===== src/rtl/adc_conv_scheduler.sv =====
// Paced conversion scheduler for an 8-bit serial ADC: period timer, cs/sclk frame
// sequencer, deserialiser and a valid/ack result port with sticky overrun/missed flags.
module adc_conv_scheduler #(
  parameter int CLK_DIV       = 4,
  parameter int SAMPLE_PERIOD = 1000,
  parameter int FRAME_BITS    = 16,
  parameter int LEAD_BITS     = 3,
  parameter int DATA_BITS     = 8
) (
  input  logic                 clk,
  input  logic                 rst,
  input  logic                 en,
  input  logic                 sdata,
  output logic                 sclk,
  output logic                 cs,
  output logic [DATA_BITS-1:0] sample,
  output logic                 sample_valid,
  input  logic                 sample_ack,
  output logic                 busy,
  output logic                 overrun,
  output logic                 missed,
  input  logic                 clr_flags,
  output logic [1:0]           dbg_state
);

  localparam int TMR_W = (SAMPLE_PERIOD > 1) ? $clog2(SAMPLE_PERIOD) : 1;
  localparam int DIV_W = (CLK_DIV > 1) ? $clog2(CLK_DIV) : 1;
  localparam int BIT_W = $clog2(FRAME_BITS + 1);

  localparam logic [TMR_W-1:0] TMR_LAST = TMR_W'(SAMPLE_PERIOD - 1);
  localparam logic [DIV_W-1:0] DIV_LAST = DIV_W'(CLK_DIV - 1);
  localparam logic [BIT_W-1:0] BIT_LAST = BIT_W'(FRAME_BITS - 1);

  typedef enum logic [1:0] {
    S_IDLE  = 2'd0,
    S_FRAME = 2'd1,
    S_DONE  = 2'd2
  } state_t;

  state_t                state_q, state_d;
  logic [TMR_W-1:0]      tmr_q, tmr_d;
  logic [DIV_W-1:0]      div_q, div_d;
  logic [BIT_W-1:0]      bit_q, bit_d;
  logic [FRAME_BITS-1:0] shreg_q, shreg_d;
  logic [DATA_BITS-1:0]  sample_q, sample_d;
  logic                  sclk_q, sclk_d;
  logic                  cs_q, cs_d;
  logic                  valid_q, valid_d;
  logic                  overrun_q, overrun_d;
  logic                  missed_q, missed_d;
  logic                  tick;

  // Result port: sample_valid rises with a new result and holds until the cycle
  // after sample_ack=1; a new result always wins over a same-cycle ack.
  always_comb begin
    tick      = en && (tmr_q == TMR_LAST);
    tmr_d     = (!en || tick) ? '0 : tmr_q + TMR_W'(1);
    state_d   = state_q;
    div_d     = div_q;
    bit_d     = bit_q;
    shreg_d   = shreg_q;
    sample_d  = sample_q;
    sclk_d    = sclk_q;
    cs_d      = cs_q;
    valid_d   = sample_ack ? 1'b0 : valid_q;
    overrun_d = overrun_q;
    missed_d  = missed_q;

    if (tick && state_q != S_IDLE) missed_d = 1'b1;

    case (state_q)
      S_IDLE: begin
        if (tick) begin
          state_d = S_FRAME;
          cs_d    = 1'b0;
          sclk_d  = 1'b1;
          div_d   = '0;
          bit_d   = '0;
        end
      end
      S_FRAME: begin
        if (div_q == DIV_LAST) begin
          div_d  = '0;
          sclk_d = ~sclk_q;
          // Capture on the low-to-high sclk toggle; first bit lands in the MSB.
          if (!sclk_q) begin
            shreg_d = {shreg_q[FRAME_BITS-2:0], sdata};
            bit_d   = bit_q + BIT_W'(1);
            if (bit_q == BIT_LAST) state_d = S_DONE;
          end
        end else begin
          div_d = div_q + DIV_W'(1);
        end
      end
      S_DONE: begin
        cs_d     = 1'b1;
        sclk_d   = 1'b1;
        sample_d = shreg_q[FRAME_BITS-1-LEAD_BITS -: DATA_BITS];
        valid_d  = 1'b1;
        if (valid_q && !sample_ack) overrun_d = 1'b1;
        state_d  = S_IDLE;
      end
      default: state_d = S_IDLE;
    endcase

    if (clr_flags) begin
      overrun_d = 1'b0;
      missed_d  = 1'b0;
    end
  end

  always_ff @(posedge clk or posedge rst) begin
    if (rst) begin
      state_q   <= S_IDLE;
      tmr_q     <= '0;
      div_q     <= '0;
      bit_q     <= '0;
      shreg_q   <= '0;
      sample_q  <= '0;
      sclk_q    <= 1'b1;
      cs_q      <= 1'b1;
      valid_q   <= 1'b0;
      overrun_q <= 1'b0;
      missed_q  <= 1'b0;
    end else begin
      state_q   <= state_d;
      tmr_q     <= tmr_d;
      div_q     <= div_d;
      bit_q     <= bit_d;
      shreg_q   <= shreg_d;
      sample_q  <= sample_d;
      sclk_q    <= sclk_d;
      cs_q      <= cs_d;
      valid_q   <= valid_d;
      overrun_q <= overrun_d;
      missed_q  <= missed_d;
    end
  end

  assign sclk         = sclk_q;
  assign cs           = cs_q;
  assign busy         = ~cs_q;
  assign sample       = sample_q;
  assign sample_valid = valid_q;
  assign overrun      = overrun_q;
  assign missed       = missed_q;
  assign dbg_state    = state_q;

endmodule


===== config.mk =====
export PLATFORM = sky130hd
export DESIGN_NAME = adc_conv_scheduler
export DESIGN_NICKNAME = d
export VERILOG_FILES = /design/src/rtl/adc_conv_scheduler.sv
export SDC_FILE = /design/constraint.sdc
export NUM_CORES = 1
export LEC_CHECK = 0
export ABC_AREA = 1
export CORE_MARGIN = 5
export CORE_UTILIZATION = 50
export CTS_BUF_LIST = sky130_fd_sc_hd__clkbuf_16
export CTS_CLUSTER_SIZE = 14
export DETAILED_ROUTE_END_ITERATION = 10
export GPL_TIMING_DRIVEN = 0
export PLACE_DENSITY = 0.72
export RECOVER_POWER = 25
export SYNTH_ARGS = -nofsm -noshare
export SYNTH_HDL_FRONTEND = slang
export SYNTH_SLANG_ARGS = --single-unit

===== constraint.sdc =====
create_clock -name clk -period 1.33 [get_ports clk]
set_input_delay 0.266 -clock clk [delete_from_list [all_inputs] [get_ports clk]]
set_output_delay 0.266 -clock clk [all_outputs]
set_load 0.005 [all_outputs]

==> results of run 1 <==
registers in the layout, indices dropped and copies added (netlist names):
signal	flops
tmr_q	10
sclk	1
div_q	2
cs	1
shreg_q	13
overrun	1
missed	1
sample	8
sample_valid	1
bit_q	5
dbg_state	2
worst max-delay path by stage:
stage,start,endpoint,slack [ns],depth (start not counted)
finish,tmr_q[0]$_DFF_PP0_,bit_q[2]$_DFFE_PP0P_,-0.02,9
detailed placement,tmr_q[0]$_DFF_PP0_,bit_q[0]$_DFFE_PP0P_,-0.12,8
global route,tmr_q[0]$_DFF_PP0_,bit_q[2]$_DFFE_PP0P_,-0.09,9
floorplan,rst,bit_q[0]$_DFFE_PP0P_,0.008,1
CTS,tmr_q[1]$_DFF_PP0_,bit_q[3]$_DFFE_PP0P_,-0.09,9
global placement,rst,div_q[1]$_DFFE_PP0P_,-0.90,2
cell type report:
type | count | area (um^2)
Tap cell | 50 | 62.6
Fill cell | 301 | 1220
Multi-Input combinational cell | 150 | 927
Timing Repair Buffer | 39 | 342
Clock buffer | 5 | 125
Inverter | 34 | 140
Clock inverter | 3 | 37.5
Buffer | 5 | 68.8
Sequential cell | 45 | 1130
power breakdown:
group / switching (uW) / internal (uW)
registers: 14.4 / 1390
logic: 62.6 / 43.8
clock network: 490 / 872
stage by stage:
step	cell area, um^2	power (uW)
CTS	2620	2890
detailed placement	2400	1520
global route	2830	2980
finish	2830	2870
global placement	2380	1510
floorplan	2110	1480
routing by layer:
metal  vias up  GRT usage, %  share of wire (%)
li1        836             -                  -
met3         9          4.81                3.6
met5         -             0                  0
met4         0          6.13                1.6
met1       814          23.2                 44
met2        24          28.5                 51
critical path, cell delays in order (launching register included):
cell and delay (ns):
sky130_fd_sc_hd__dfrtp_1 0.40, sky130_fd_sc_hd__ha_4 0.17, sky130_fd_sc_hd__nand2_4 0.06, sky130_fd_sc_hd__inv_4 0.07
sky130_fd_sc_hd__nand2_4 0.04, sky130_fd_sc_hd__nor2_4 0.14, sky130_fd_sc_hd__nand3_4 0.16, sky130_fd_sc_hd__nand2_4 0.11
sky130_fd_sc_hd__nand2_2 0.06, sky130_fd_sc_hd__nand2_2 0.08
Yosys cell counts (2+ instances only):
library cell               number  area (um^2)
sky130_fd_sc_hd__a21oi_1        7         35.0
sky130_fd_sc_hd__buf_6          2         22.5
sky130_fd_sc_hd__dfrtp_1       43         1080
sky130_fd_sc_hd__dfstp_2        2         52.6
sky130_fd_sc_hd__ha_1           4         50.1
sky130_fd_sc_hd__inv_1         29          109
sky130_fd_sc_hd__inv_2          4         15.0
sky130_fd_sc_hd__nand2_1       49          184
sky130_fd_sc_hd__nand2_2        7         43.8
sky130_fd_sc_hd__nand3_1       14         70.1
sky130_fd_sc_hd__nand3_4        2         35.0
sky130_fd_sc_hd__nand3b_1       2         15.0
sky130_fd_sc_hd__nand4_1        6         37.5
sky130_fd_sc_hd__nor2_1        23         86.3
sky130_fd_sc_hd__nor2_4         2         22.5
sky130_fd_sc_hd__nor3_1         7         35.0
sky130_fd_sc_hd__o21ai_0       10         50.1
sky130_fd_sc_hd__o21ai_1        4         20.0
sky130_fd_sc_hd__o21ai_2        6         52.6
cell families after synthesis:
logic type,count (synthesis)
flops,45
fa+ha+maj,4
mux,1
buf+inv,39
xor+xnor,1
compound gates,28
simple gates,116
timing repair:
item | 4_1_cts | 5_1_grt
setup buffers | 6 | 11
resized for setup | 30 | 34
setup endpoints to repair | 35 | 40
cloned | 0 | 1
pin swaps | 6 | 16
hold endpoints to repair | 0 | 0
cells in the final DEF, fill, tap and decap left out, types with 4 or more instances in the layout:
cell type	synthesis	routed
sky130_fd_sc_hd__nand2_4	1	5
sky130_fd_sc_hd__nand4_1	6	6
sky130_fd_sc_hd__inv_1	29	29
sky130_fd_sc_hd__o21ai_0	10	9
sky130_fd_sc_hd__nor3_1	7	4
sky130_fd_sc_hd__a21oi_1	7	7
sky130_fd_sc_hd__nand2_1	49	43
sky130_fd_sc_hd__clkbuf_16	0	6
sky130_fd_sc_hd__dfrtp_1	43	42
sky130_fd_sc_hd__o21ai_2	6	6
sky130_fd_sc_hd__o21ai_1	4	5
sky130_fd_sc_hd__buf_4	1	17
sky130_fd_sc_hd__dlygate4sd2_1	0	13
sky130_fd_sc_hd__nor2_1	23	21
sky130_fd_sc_hd__nand3_1	14	8
sky130_fd_sc_hd__nand2_2	7	9
sky130_fd_sc_hd__nand3_2	1	6
==> out/results.md, run 1 <==
Floorplanning
* number of placed I/O pins: 22
* Chip Height: 75.0 um
* core area: 4060 um^2
* floorplan row count: 23
* die span in x: 75.0 um
* die footprint: 5630 um^2
* initial standard-cell utilization of the core: 52.1%

CTS
* clock-pin transition on the worst setup and hold timing paths: 0.06 ns
* TritonCTS clock tree: done
* CTS buffer count: 5
* root buffer cell: sky130_fd_sc_hd__clkbuf_16
* # hold bufs at CTS: 0
* number of sinks handled by clock tree synthesis: 45
* clock latency reported for the late side of the worst-skew pair: 0.28 ns
* Max H-tree Level: 2
* worst-case clock buffer depth: 2

Synthesis
* post-synthesis sequential element count: 45
* Mapped Avg Cell Area: 9.04 um^2
* Synth Instances: 234
* synthesized net count: 244
* Synth Area in Adders: 2.37%
* simple-gate portion of the synthesized area: 26.6%
* dominant combinational cell family by area after synthesis: simple AND/OR/NAND/NOR gates
* proportion of synthesized area in mux cells: 0.533%
* netlist area before placement: 2110 um^2
* Synthesis Warnings: 0
* synth unique cells: 30
* number of enable flip-flop cells after synthesis: 0
* Post-synth ARST share: 100%
* area share of xor/xnor cells in the synthesized design: 0.414%
* most frequently used flop master after synthesis: sky130_fd_sc_hd__dfrtp_1
* fraction of the mapped netlist area in compound gates: 7.81%
* portion of the post-synthesis area used by sequential elements: 53.4%

Hold path
* sink of the worst hold path: tmr_q[7]$_DFF_PP0_
* min-delay src: en
* Hold/Removal Path Class: input pin to flip-flop
* hold-critical path depth: 3

Global route
* maximum number of pins on one net before global-route repair: 38
* via count of the first global-routing pass: 1665
* antenna violations before repair: 0
* overall routing resource usage: 17.7%
* wire length of the first global-routing pass: 7.54 mm
* remaining global-route overflow: 0

Placed design
* HPWL reported at the end of detailed placement: 2.81 mm
* Inst Count DP: 305
* input/output buffers: 20
* Post-Place Worst Slack: -0.117 ns
* routability-driven placement congestion ratio: 0.820

Worst setup path
* reg2reg start: tmr_q[0]$_DFF_PP0_
* Worst R2R End: bit_q[2]$_DFFE_PP0P_
* required time of the critical path: 1.55 ns
* Max Fanout on Critical Path: 6
* depth of the worst register-to-register path: 9
* startpoint class of the critical path: flip-flop
* critical path endpoint category: flip-flop
* critical setup path kind: flip-flop to flip-flop
* setup slack, reg-to-reg: -0.02 ns
* arrival time at the worst endpoint: 1.57 ns

Layout
* final std cells w/o fill: 331
* area growth from synthesis to layout: 34.0%
* Final Core Density: 69.8%
* ratio of cells with drive above 1 in the final layout: 29.5%
* net total in the final layout: 290
* ANT cells: 0

Status
* status: finished, violations left
* violated checks: negative setup slack

Power and ir drop
* leak pwr: 0.00147 uW
* P per Cell Area: 1010 nW/um^2
* largest vdd supply drop: 975 uV

Timing
* number of endpoints with negative hold slack in the final report: 0
* clock skew after layout: 0.00227 ns
* final worst path period share: 102%
* total count of max-transition violations in the final report: 0
* worst slew margin relative to its limit: 69.5%
* setup repair after global routing missed its margin: yes
* worst-case setup margin in the final layout: -0.0205 ns
* endpoints failing setup: 3
* worst-margin pin slew: 0.457 ns
* worst hold margin: 0.247 ns
* final critical delay including setup and external delays: 1.35 ns
* Total Negative Setup Slacks: -0.0348 ns
* f_max: 740 MHz

Routing
* DRC violation total after the first TritonRoute iteration: 105
* number of vias per cell after detailed routing: 5.08
* post-detailed-route wirelength per cell: 13.7 um
* routed via count: 1683
* detailed-router iteration count before antenna repair: 4
* detailed-route wire length: 4.55 mm
* DRC violation count after routing: 0
* post-detailed-route count of antenna-violating nets: 0

Job
* Max-Cap Viols: 0

No activity file was read; power rests on OpenSTA's default activity.
==> run 2: changes to the inputs <==
- CTS_CLUSTER_DIAMETER: not set -> 120
==> results of run 2 <==
Same layout as run 1: the final DEF is identical, and so are final timing and power.
